### src/rtl/bcd_display_scanner.sv
// rtl/bcd_display_scanner.sv - time-multiplexed BCD digit scanner for a shared 7-segment decoder
//
// Purpose: steps through DIGITS display positions, SCAN_DIV clocks each,
// presenting one BCD nibble and a one-hot digit enable per position.
// New values are held pending and swapped into the display only at a
// frame boundary so a frame never shows a mix of old and new digits.
//
// Ports:
//   clk        system clock, rising edge
//   rst_n      asynchronous active-low reset
//   load       one-cycle strobe capturing digits_in as the pending value
//   digits_in  packed BCD, nibble i at [4i+3:4i], digit 0 least significant
//   blank_en   level: blank leading zeros
//   number     registered digit code to the segment decoder
//   dig_sel    registered one-hot digit enable (inverted if SEL_ACTIVE_LOW)
//   updated    one-cycle pulse when a pending value reaches the display
module bcd_display_scanner #(
    parameter int          DIGITS         = 6,
    parameter int          SCAN_DIV       = 50000,
    parameter logic [3:0]  BLANK_CODE     = 4'hF,
    parameter bit          SEL_ACTIVE_LOW = 1'b0
) (
    input  logic                  clk,
    input  logic                  rst_n,
    input  logic                  load,
    input  logic [4*DIGITS-1:0]   digits_in,
    input  logic                  blank_en,
    output logic [3:0]            number,
    output logic [DIGITS-1:0]     dig_sel,
    output logic                  updated
);

    localparam int                CW       = (SCAN_DIV > 1) ? $clog2(SCAN_DIV) : 1;
    localparam int                IW       = $clog2(DIGITS);
    localparam logic [CW-1:0]     CNT_LAST = CW'(SCAN_DIV - 1);
    localparam logic [IW-1:0]     IDX_LAST = IW'(DIGITS - 1);
    localparam logic [DIGITS-1:0] SEL_OFF  = {DIGITS{SEL_ACTIVE_LOW}};

    logic [CW-1:0]         cnt;
    logic [IW-1:0]         idx;
    logic [4*DIGITS-1:0]   disp;
    logic [4*DIGITS-1:0]   pend;
    logic                  pend_valid;

    logic                  tick;
    logic                  frame_end;
    logic                  commit;
    logic [3:0]            cur_digit;
    logic                  blank_cur;
    logic [DIGITS-1:0]     sel_hot;

    assign tick      = (cnt == CNT_LAST);
    assign frame_end = tick && (idx == IDX_LAST);
    assign commit    = frame_end && pend_valid;

    // Prescaler and scan position
    always_ff @(posedge clk or negedge rst_n) begin
        if (!rst_n) begin
            cnt <= '0;
            idx <= '0;
        end else begin
            cnt <= tick ? '0 : cnt + 1'b1;
            if (tick) begin
                idx <= (idx == IDX_LAST) ? '0 : idx + 1'b1;
            end
        end
    end

    // Pending/display double buffer. A load coinciding with a commit still
    // lands in pend: the old pending value goes to the display and the new
    // one waits for the next frame boundary.
    always_ff @(posedge clk or negedge rst_n) begin
        if (!rst_n) begin
            disp       <= '0;
            pend       <= '0;
            pend_valid <= 1'b0;
        end else begin
            if (commit) begin
                disp <= pend;
            end
            if (load) begin
                pend       <= digits_in;
                pend_valid <= 1'b1;
            end else if (commit) begin
                pend_valid <= 1'b0;
            end
        end
    end

    // Current digit select and blanking. A digit is a leading zero when it
    // and every more significant nibble are zero; codes 10..15 count as
    // non-zero so they stop blanking like any other digit.
    always_comb begin
        cur_digit = 4'h0;
        sel_hot   = '0;
        blank_cur = blank_en && (idx != '0);
        for (int j = 0; j < DIGITS; j++) begin
            if (IW'(j) == idx) begin
                cur_digit  = disp[4*j +: 4];
                sel_hot[j] = 1'b1;
            end
            if ((IW'(j) >= idx) && (disp[4*j +: 4] != 4'h0)) begin
                blank_cur = 1'b0;
            end
        end
    end

    always_ff @(posedge clk or negedge rst_n) begin
        if (!rst_n) begin
            number  <= BLANK_CODE;
            dig_sel <= SEL_OFF;
            updated <= 1'b0;
        end else begin
            number  <= blank_cur ? BLANK_CODE : cur_digit;
            dig_sel <= sel_hot ^ SEL_OFF;
            updated <= commit;
        end
    end

endmodule

### config.mk
export PLATFORM = sky130hd
export DESIGN_NAME = bcd_display_scanner
export DESIGN_NICKNAME = d
export VERILOG_FILES = /design/src/rtl/bcd_display_scanner.sv
export SDC_FILE = /design/constraint.sdc
export NUM_CORES = 1
export LEC_CHECK = 0
export ABC_AREA = 1
export BUFFER_PORTS_ARGS = -buffer_cell sky130_fd_sc_hd__buf_2
export CORE_ASPECT_RATIO = 1.4
export CORE_MARGIN = 5
export CORE_UTILIZATION = 40
export DETAILED_ROUTE_END_ITERATION = 8
export HOLD_SLACK_MARGIN = 0.05
export SLEW_MARGIN = 10
export SYNTH_ARGS = -nofsm -noshare
export SYNTH_HDL_FRONTEND = slang
export SYNTH_SLANG_ARGS = --single-unit
### constraint.sdc
create_clock -name clk -period 1.95 [get_ports clk]
set_input_delay 0.39 -clock clk [delete_from_list [all_inputs] [get_ports clk]]
set_output_delay 0.39 -clock clk [all_outputs]
set_load 0.01 [all_outputs]
Word-level counts from Yosys, hierarchy flattened. Index checks and enable logic that the tools add are counted.

Bits in registers: 79. Output and inout bits: 11.

Add/subtract/negate cells: 2. Magnitude comparators: 6. Equal/unequal tests: 7. Multiplexer cells: 23. Reductions and logical operators: 18.

Operator list (number): 4-bit two-way mux (7); 4-bit nonzero test (6); 16-bit by 1-bit adder with 16-bit output, second input constant (1); 16-bit == test, second input constant (1); 16-bit two-way mux (1); 1-bit two-way mux (14); 1-bit logical AND (9); 2-bit by 3-bit == test with 1-bit output, first input constant (2); 3-bit == test, first input constant (2); 1-bit by 3-bit greater-or-equal comparator with 1-bit output, first input constant (2); 2-bit by 3-bit greater-or-equal comparator with 1-bit output, first input constant (2); 3-bit greater-or-equal comparator, first input constant (2); 3-bit by 1-bit adder with 3-bit output, second input constant (1); 1-bit by 3-bit == test with 1-bit output, first input constant (1); 3-bit == test, second input constant (1); 3-bit logical NOT (1); 3-bit two-way mux (1); 3-bit nonzero test (1); 2-bit nonzero test (1).

Longest topological paths before layout. Gate-level depths: netlist of run 1.

Depth in word-level cells: 9. Gate-level depth with buffers: 11.

Worst setup path after synthesis of run 1. Ideal clock, no wire load.

Path type: register -> register. Start point: reg idx[0]. End point: reg number[0]. Setup time: 0.064 ns. Data arrival time: 1.409 ns. Path slack: 0.477 ns. Cell stages (with the launch flop): 11. Buffers on the path: 1. Clock period less this slack: 1.473 ns. Cell sequence: dfrtp_1 > buf_2 > inv_1 > ha_1 > nor2_1 > nand2_1 > nor2_1 > nand2_1 > o21ai_0 > nand2_1 > nand3_1.

Word-level cells in the longest chain between the ends: 9. Elaborated cells on any way between the ends: 33. Those cells by class: order compare: 6; eq/ne: 5; mux: 13; reduce/logical: 9.

RTL lines: start, declared (line 40) `logic [IW-1:0] idx;`; start signal, assigned (line 64) `idx <= (idx == IDX_LAST) ? '0 : idx + 1'b1;`; 1-bit by 3-bit greater-or-equal comparator with 1-bit output / 3-bit nonzero test (equally long branches) (line 102, 96); 1-bit logical AND (on tied branches) (line 102, 96); 1-bit two-way mux (6 in a row) (line 102) `if ((IW'(j) >= idx) && (disp[4*j +: 4] != 4'h0)) begin`; 4-bit two-way mux * (line 114) `number <= blank_cur ? BLANK_CODE : cur_digit;`; end signal, assigned (line 114); end, declared (line 28) `output logic [3:0] number,`.

Every way passes the cells marked *; elsewhere a longest branch is shown, timed or not. A chain may end at the register's enable or synchronous reset.

Worst setup path in the final report of run 1.
Start point: reg idx[1]. End point: reg number[3].

Same word-level chain as after synthesis.

==> flow_metrics.py, run 1 <==
metrics = {
    "global_route": {
        "grt_max_degree": 42,
        "grt_pass1_vias": 3081,
        "grtUsageTotal_pct": 14.97,
        "antenna_found_initial": 0,
        "grt_pass1_wl_um": 13900,
        "overflow": 0,
    },
    "synthesis": {
        "yosys-top-cells-count": "nand2_1 (176), dfrtp_1 (75), nand3_1 (50), inv_1 (48), nor2_1 (37)",
        "synth_area_per_cell_um2": 8.131,
        "synthFlopType": "dfrtp_1",
        "yosysMostFrequentCell": "nand2_1",
        "yosysSeqAreaShare_pct": 52.19,
        "syn_nets": 499,
        "synthDistinctLibCells": 27,
        "synth_cells": 467,
        "async_reset_ff_share_pct": 100.0,
        "ys_top_cells_by_area": "dfrtp_1 (49%), nand2_1 (17%), nand3_1 (6.6%), inv_1 (4.7%), nor2_1 (3.7%)",
        "synth_top_area_share_pct": 49.42,
        "ys_ff_latch": 79,
        "synth-edff-count": 0,
        "ys_warn_count": 0,
        "yosysTopAreaCell": "dfrtp_1",
        "netlist_area_um2": 3797,
    },
    "sta": {
        "slew_violations": 0,
        "rsz0062_at_grt": "no",
        "tightest_slew_ns": 0.4183,
        "tns_ns": 0,
        "slew_headroom_pct": 72.07,
        "skew_ns": 0.003979,
        "period_needed_ns": 1.643,
        "fmax_ghz": 0.6085,
        "holdWs_ns": 0.2506,
        "hold_viol": 0,
        "finalSetupViolations": 0,
        "post-route-period-util_pct": 84.27,
    },
    "worst_hold_path": {
        "hold_class": "input port to flop",
    },
    "die": {
        "io_pins": 39,
        "die_h_um": 125.3,
        "core_area_um2": 9354,
        "start_util_pct": 40.60,
        "rows": 42,
        "die_x_um": 92.35,
        "die_area_um2": 11570,
    },
    "clock_tree": {
        "root_buffer": "clkbuf_16",
        "path_clk_slew_ns": 0.06,
        "cts_buffers": 9,
        "ctsLongestPathBuffers": 2,
        "cts_tree": "done",
        "cts_sinks": 79,
        "post_cts_buffers": 0,
        "postCtsResizedCells": 0,
        "clock_latency_ns": 0.33,
        "htreeDepth": 3,
    },
    "power": {
        "ir_drop_mv": 0.5620,
        "power_per_cell_area_nw_per_um2": 822.1,
        "p_leak_nw": 2.460,
        "power_w": 0.003626,
    },
    "drt": {
        "route.detailed.drc": 0,
        "wl_per_cell_um": 12.53,
        "wl_um": 7817,
        "vias": 3049,
        "drt_iter0_markers": 158,
        "viasPerCell": 4.886,
        "postRouteAntennaNets": 0,
        "firstDrtPassIters": 6,
    },
    "setup_path": {
        "worstPathCellList": "inv_2 -> ha_1 -> nor3_1 -> a21oi_1 -> nor2_1 -> nand2_1 -> nand3_1",
        "path_buf_inv": 1,
        "worstPathRequired_ns": 2.22,
        "worst_setup_path_end_kind": "flop",
        "startpoint_type": "flop",
        "crit_type": "flop to flop",
        "critPathTopFamily": "simple AND/OR/NAND/NOR gates",
        "cp.arrival_ns": 1.91,
        "crit_fanout": 7,
        "slowest_stage": "dfrtp_1",
        "max_stage_delay_ns": 0.47,
    },
    "run_status": {
        "status": "complete, no violations",
    },
    "place": {
        "dp.final_hpwl_um": 5839,
        "routabilityCongestion": 0.8683,
        "io_buffers": 38,
    },
    "final_layout": {
        "multi_input_area_um2": 1511,
        "num_antenna_cells": 0,
        "drive_above_1_share_pct": 15.37,
        "regArea_um2": 1982,
        "nFillCells": 939,
        "nets": 541,
        "area.growth.synth_to_final_pct": 16.14,
    },
    "job": {
        "drv_cap": 0,
    },
}
==> kinds of logic after synthesis <==
kind of cell    after synthesis  share of synthesized area [%]
xor+xnor                      9                          2.076
compound gates               24                          3.163
buf+inv                      67                          8.006
flops                        79                          52.19
fa+ha+maj                     4                          1.318
simple gates                284                          33.25
==> worst min-delay path: cells and delay by family <==
family | cells | cell delay, ns
buffers and inverters | 1 | 0.07
and+or+nand+nor | 2 | 0.09
==> power by group <==
group	internal (W)	switching (W)	leakage, nW
logic	0.0000479	0.0000757	1.28
registers	0.00168	0.0000236	1.02
clock network	0.00115	0.000645	0.162
total	0.00288	0.000744	2.46
==> path summary, 6_finish.rpt <==
| check | end | depth (start not counted) | startpoint | slack (ns) |
|---|---|---|---|---|
| setup / recovery | number[3] | 7 | idx[1] | 0.31 |
| hold / removal | pend[13] | 3 | digits_in[13] | 0.25 |
| setup reg to reg | number[3] | 7 | idx[1] | 0.31 |
| hold reg to reg | cnt[0] | 1 | cnt[0] | 0.46 |
| max in group asynchronous | pend[8] | 3 | rst_n | 0.92 |
| min in group asynchronous | disp[1] | 2 | rst_n | 0.45 |
==> flip-flops by register name, indices dropped and copies added, names as in the netlist <==
name,count
pend,24
cnt,16
dig_sel,6
pend_valid,1
updated,1
number,4
idx,3
disp,24
==> layout make-up <==
cell class	count	share of cell area (%)
Timing Repair Buffer	44	5.730
Multi-Input combinational cell	321	34.27
Inverter	54	4.624
Clock buffer	10	5.418
Tap cell	110	3.121
Sequential cell	79	44.94
Clock inverter	6	1.901
==> cells in the final DEF (no fill, tap or decap), drive strengths merged <==
master,synthesis,final
clkbuf,5,10
nand4,4,4
dfstp,4,4
buf,8,43
dlygate4sd3,0,1
nor2,40,40
o21ai,20,20
nand2,179,179
nor3,8,8
bufinv,0,2
dfrtp,75,75
nand3,53,53
inv,52,52
a21oi,4,4
clkinv,2,6
ha,4,4
xor2,9,9
==> metrics by stage <==
step	util, %	setup WS, ns	area, µm²	cells
after floorplan	-	0.4775	3797	467
after global routing	47.15	0.1325	4410	624
after CTS	47.15	0.2992	4410	624
after detailed placement	43.59	0.3051	4078	607
final	47.15	0.3067	4410	624
after global placement	43.59	0.3554	4078	607
==> metal layers <==
metal  up-vias  track usage (%)  share of wire [%]
li1       1537                -                  -
met1      1451            16.94                 41
met2        45            26.62                 53
met3        16            3.486                3.6
met4         0            6.387                2.6
met5         -                0                  0
==> repair_timing <==
item | in CTS | in global routing
setup endpoints to repair | 0 | 0
hold buffers | 1 | 0
endpoints found under the hold margin | 10 | 0
No activity file was read; power rests on OpenSTA's default activity.
==> run 2: changes to the inputs <==
==> constraint.sdc (replaced) <==
create_clock -name clk -period 1.4 [get_ports clk]
set_input_delay 0.28 -clock clk [delete_from_list [all_inputs] [get_ports clk]]
set_output_delay 0.28 -clock clk [all_outputs]
set_load 0.01 [all_outputs]
==> run 2 against run 1 <==
Net effect:
- combinational power grew 37%
- design area grew 15%
- non-clock buffer count grew 46
- worst setup slack lost 0.34 ns
- register-to-register slack lost 0.34 ns
- sequential cell count is the same
- global-route usage grew 0.35 points
- clock skew grew 0.0034 ns
- the run now ends with negative setup slack left
- largest cell class unchanged
- sequential share of layout area shrank 5.7 points
==> flow_metrics.py, run 2 (synthesized netlist as in run 1, its figures left out) <==
metrics = {
    "run_status": {
        "status": "finished, violations left",
        "violations": "negative setup slack",
    },
    "die": {
        "die_x_um": 92.35,
        "start_util_pct": 40.60,
        "die_h_um": 125.3,
        "rows": 42,
        "io_pins": 39,
        "core_area_um2": 9354,
        "die_area_um2": 11570,
    },
    "place": {
        "dp.final_hpwl_um": 5799,
        "place_inst": 641,
        "routabilityCongestion": 0.8901,
        "placed_cell_area_um2": 4358,
        "post-place-ws_ns": -0.1410,
        "io_buffers": 38,
    },
    "sta": {
        "period_needed_ns": 1.435,
        "slew_headroom_pct": 71.52,
        "rsz0062_at_grt": "yes",
        "fin_ws_ns": -0.03482,
        "finalSetupViolations": 26,
        "slew_violations": 0,
        "post-route-period-util_pct": 102.5,
        "skew_ns": 0.007365,
        "fmax_ghz": 0.6969,
        "hold_viol": 0,
        "tns_ns": -0.3532,
        "tightest_slew_ns": 0.4272,
        "holdWs_ns": 0.1519,
    },
    "job": {
        "drv_cap": 0,
    },
    "clock_tree": {
        "path_clk_slew_ns": 0.05,
        "htreeDepth": 3,
        "cts_buffers": 9,
        "cts_tree": "done",
        "clock_latency_ns": 0.33,
        "cts_sinks": 79,
        "ctsLongestPathBuffers": 2,
        "root_buffer": "clkbuf_16",
    },
    "final_layout": {
        "nets": 587,
        "drive_above_1_share_pct": 31.54,
        "area.growth.synth_to_final_pct": 33.15,
        "num_antenna_cells": 0,
        "layout_common_cells": "nand2_1 (164), dfrtp_1 (74), buf_4 (43), inv_1 (42), buf_2 (37)",
        "layout_commonest_cell": "nand2_1",
        "fin_area_um2": 5056,
        "nFillCells": 878,
        "largest_registers": "disp: 24 flops, pend: 24 flops, cnt: 16 flops",
        "multi_input_area_um2": 1778,
        "regArea_um2": 1983,
        "layout.cells.non_filler": 668,
    },
    "drt": {
        "postRouteAntennaNets": 0,
        "wl_um": 8452,
        "drt_iter0_markers": 143,
        "firstDrtPassIters": 6,
        "route.detailed.drc": 0,
        "vias": 3200,
        "viasPerCell": 4.790,
        "wl_per_cell_um": 12.65,
    },
    "setup_path": {
        "crit_fanout": 25,
        "startpoint_type": "flop",
        "worstPathRequired_ns": 1.61,
        "worstReg2RegEnd": "disp[7]",
        "crit_type": "flop to flop",
        "worstReg2RegStart": "cnt[0]",
        "r2r_slack_ns": -0.03,
        "worst_setup_path_end_kind": "flop",
        "reg2regPathDepth": 8,
        "cp.arrival_ns": 1.65,
    },
    "power": {
        "power_per_cell_area_nw_per_um2": 936.8,
        "p_leak_nw": 2.769,
        "ir_drop_mv": 0.8153,
    },
    "worst_hold_path": {
        "hold_class": "input port to flop",
        "hp-start": "digits_in[6]",
        "worstHoldEndpoint": "pend[6]",
        "whs_path_depth": 3,
    },
    "global_route": {
        "grt_pass1_wl_um": 14190,
        "overflow": 0,
        "grt_max_degree": 80,
        "grtUsageTotal_pct": 15.32,
        "antenna_found_initial": 0,
        "grt_pass1_vias": 3093,
    },
}
[run 2: routing by layer]
layer | global-route usage, % | vias up | share of wire, %
met4 | 5.949 | 0 | 2.9
met1 | 17.48 | 1490 | 40
met2 | 27.09 | 65 | 53
met3 | 3.966 | 21 | 3.5
met5 | 0 | - | 0
li1 | - | 1624 | -
[run 2: worst max path at each step]
| stage | start | end | slack (ns) |
|---|---|---|---|
| 2_1_floorplan | idx[0] | number[0] | 0.0009 |
| 3_3_place_gp | idx[1] | number[2] | -0.11 |
| 3_5_place_dp | idx[1] | number[2] | -0.14 |
| 4_1_cts | cnt[11] | disp[7] | -0.04 |
| 5_1_grt | cnt[0] | cnt[10] | -0.12 |
| 6_report | cnt[0] | disp[7] | -0.03 |
[run 2: power breakdown]
group          internal, W  switching, W
logic            0.0000649      0.000105
registers          0.00235     0.0000338
clock network      0.00137      0.000811
[run 2: layout make-up]
type                            count  area share [%]
Clock buffer                       14           5.617
Inverter                           54           4.182
Multi-Input combinational cell    321           35.16
Sequential cell                    79           39.22
Tap cell                          110           2.722
Timing Repair Buffer               90           13.09
[run 2: worst max-delay path: stages, from the launching register on]
cell and delay (ns):
dfrtp_1 0.39, ha_4 0.17, nand3_4 0.10, nor2_4 0.17, buf_6 0.12, nand4_4 0.07
buf_12 0.17, nand2_1 0.07, nand2_1 0.06
[run 2: metrics by stage]
step,power [W],utilization [%]
2_1_floorplan,0.002484,-
3_3_place_gp,0.002589,46.59
3_5_place_dp,0.002595,46.59
4_1_cts,0.004804,51.52
5_1_grt,0.004938,54.05
6_report,0.004737,54.05
[run 2: repair_timing]
item / 4_1_cts / 5_1_grt
endpoints found under the setup margin: 34 / 46
hold endpoints to repair: 75 / 0
buffers inserted: 6 / 5
pin swaps: 14 / 21
hold buffers: 1 / 0
cloned: 1 / 0
gates resized for setup: 27 / 54
==> run 3: changes to the inputs <==
--- a/config.mk
+++ b/config.mk
@@ -9,7 +9,7 @@
 export BUFFER_PORTS_ARGS = -buffer_cell sky130_fd_sc_hd__buf_2
 export CORE_ASPECT_RATIO = 1.4
 export CORE_MARGIN = 5
-export CORE_UTILIZATION = 40
+export CORE_UTILIZATION = 30
 export DETAILED_ROUTE_END_ITERATION = 8
 export HOLD_SLACK_MARGIN = 0.05
 export SLEW_MARGIN = 10
==> run 3 against run 2 <==
Net effect:
- design area fell by 0.64%
- worst setup slack worse by 0.040 ns
- largest power group unchanged
- critical path depth is the same
- non-clock buffer count rose by 1
- register-to-register slack lost 0.04 ns
- sequential power hardly changed
- the flow still finishes with violations (negative setup slack)
- sequential cell count unchanged
==> flow_metrics.py, run 3 (synthesized netlist as in run 1, its figures left out) <==
metrics = {
    "run_status": {
        "status": "finished, violations left",
        "violations": "negative setup slack",
    },
    "setup_path": {
        "reg2regPathDepth": 8,
        "startpoint_type": "flop",
        "worst_setup_path_end_kind": "flop",
        "crit_type": "flop to flop",
        "worstReg2RegStart": "cnt[0]",
        "r2r_slack_ns": -0.07,
        "cp.arrival_ns": 1.74,
        "worstReg2RegEnd": "disp[0]",
        "crit_fanout": 12,
        "worstPathCellList": "ha_4 -> nand3_4 -> nor2_4 -> nand2_4 -> nor2_8 -> clkbuf_16 -> nand3_1 -> nand2_1",
        "max_stage_delay_ns": 0.39,
        "cp-startpoint": "cnt[0]",
        "worstPathRequired_ns": 1.67,
        "slowest_stage": "dfrtp_1",
    },
    "job": {
        "drv_cap": 0,
    },
    "final_layout": {
        "layout_common_cells": "nand2_1 (168), dfrtp_1 (75), buf_4 (46), inv_1 (42), nand3_1 (41)",
        "nets": 588,
        "num_antenna_cells": 0,
        "layout.cells.non_filler": 711,
        "layout_commonest_cell": "nand2_1",
        "largest_registers": "disp: 24 flops, pend: 24 flops, cnt: 16 flops",
        "area.growth.synth_to_final_pct": 32.29,
        "fin_area_um2": 5024,
        "drive_above_1_share_pct": 29.23,
    },
    "power": {
        "power_per_cell_area_nw_per_um2": 923.7,
        "ir_drop_mv": 0.6303,
        "p_comb_share_pct": 3.7,
        "p_leak_nw": 2.742,
        "switchingPower_w": 0.0009794,
        "p_sw_share_pct": 21.11,
        "power.internal_w": 0.003661,
        "power_w": 0.004640,
        "power_frac_clock_pct": 45.0,
        "seq_power_share_pct": 51.3,
    },
    "sta": {
        "fin_ws_ns": -0.07446,
        "rsz0062_at_grt": "yes",
        "period_needed_ns": 1.474,
        "hold_viol": 0,
        "post-route-period-util_pct": 105.3,
        "finalSetupViolations": 28,
        "holdWs_ns": 0.1457,
        "slew_headroom_pct": 71.88,
        "tightest_slew_ns": 0.4213,
        "skew_ns": 0.006412,
        "slew_violations": 0,
        "tns_ns": -1.382,
        "fmax_ghz": 0.6782,
    },
    "die": {
        "core_area_um2": 12370,
        "die_area_um2": 15040,
        "io_pins": 39,
        "die_h_um": 143.1,
        "die_x_um": 105.1,
        "rows": 48,
        "start_util_pct": 30.69,
    },
    "place": {
        "dp.final_hpwl_um": 6093,
        "place_inst": 680,
        "routabilityCongestion": 0.8239,
        "io_buffers": 38,
        "placed_cell_area_um2": 4400,
    },
    "worst_hold_path": {
        "whs_path_depth": 3,
        "hp-start": "digits_in[2]",
        "hold_class": "input port to flop",
        "worstHoldEndpoint": "pend[2]",
    },
    "drt": {
        "viasPerCell": 4.484,
        "wl_um": 8987,
        "firstDrtPassIters": 4,
        "vias": 3188,
        "route.detailed.drc": 0,
        "wl_per_cell_um": 12.64,
        "drt_iter0_markers": 136,
        "postRouteAntennaNets": 0,
    },
    "global_route": {
        "grt_pass1_wl_um": 15060,
        "antenna_found_initial": 0,
        "overflow": 0,
        "grtUsageTotal_pct": 12.38,
        "grt_pass1_vias": 3250,
        "grt_max_degree": 80,
    },
    "clock_tree": {
        "root_buffer": "clkbuf_16",
        "path_clk_slew_ns": 0.06,
        "cts_tree": "done",
        "cts_buffers": 9,
        "ctsLongestPathBuffers": 2,
        "cts_sinks": 79,
        "htreeDepth": 3,
        "clock_latency_ns": 0.33,
    },
}
[run 3: cell types whose count changed in the layout (fill, tap and decap cells not counted), sizes merged]
cell,previous run,this run
clkbuf,14,17
buf,89,88
clkinv,1,2
[run 3: timing repair]
item / in CTS / in global routing
gates resized for setup: 26 / 36
cloned: 0 / 2
hold buffers: 1 / 0
setup buffers: 6 / 7
pin swaps: 9 / 13
endpoints found under the setup margin: 40 / 43
hold endpoints to repair: 75 / 0
[run 3: worst max path at each step]
stage                 to  slack (ns)  cells after the start
2_1_floorplan  number[0]      0.0009                     10
3_3_place_gp   number[1]       -0.14                      9
3_5_place_dp   number[1]       -0.19                      9
4_1_cts          cnt[13]       -0.05                      6
5_1_grt          disp[1]       -0.17                      8
6_report         disp[0]       -0.07                      8
[run 3: cell type report]
type                    instances  area, µm²
clock buffers                  15      257.7
flip-flops and latches         79       1982
fillers                      1252       7348
multi-input cells             321       1698
repair buffers                 91      681.9
clock inverters                 1      5.005
well taps                     150      187.7
inverters                      54      211.5
[run 3: worst max-delay path: cells and delay by family (launching register included)]
| kind | cells | cell delay [ns] |
|---|---|---|
| AND/OR/NAND/NOR | 6 | 0.66 |
| flip-flops | 1 | 0.39 |
| buffers and inverters | 1 | 0.19 |
| adder cells (fa/ha/maj) | 1 | 0.17 |
[run 3: per-layer routing]
layer  share of wire (%)  track usage, %
met5                   0               0
met4                 2.4           6.061
met2                  52           21.80
met3                 3.3           2.261
met1                  42           14.41
[run 3: through the flow]
stage	setup WS, ns	utilization [%]
floorplan	0.0009357	-
global placement	-0.1370	35.57
detailed placement	-0.1873	35.57
CTS	-0.04936	38.90
global route	-0.1722	40.60
finish	-0.07446	40.60
[run 3: power groups by stage]
stage	clock [W]	sequential [W]	combinational, W
2_1_floorplan	0	0.00241	0.0000721
4_1_cts	0.00215	0.00238	0.000181
5_1_grt	0.00224	0.00239	0.000208
3_3_place_gp	0	0.00242	0.000174
3_5_place_dp	0	0.00242	0.000178
6_report	0.00209	0.00238	0.000172
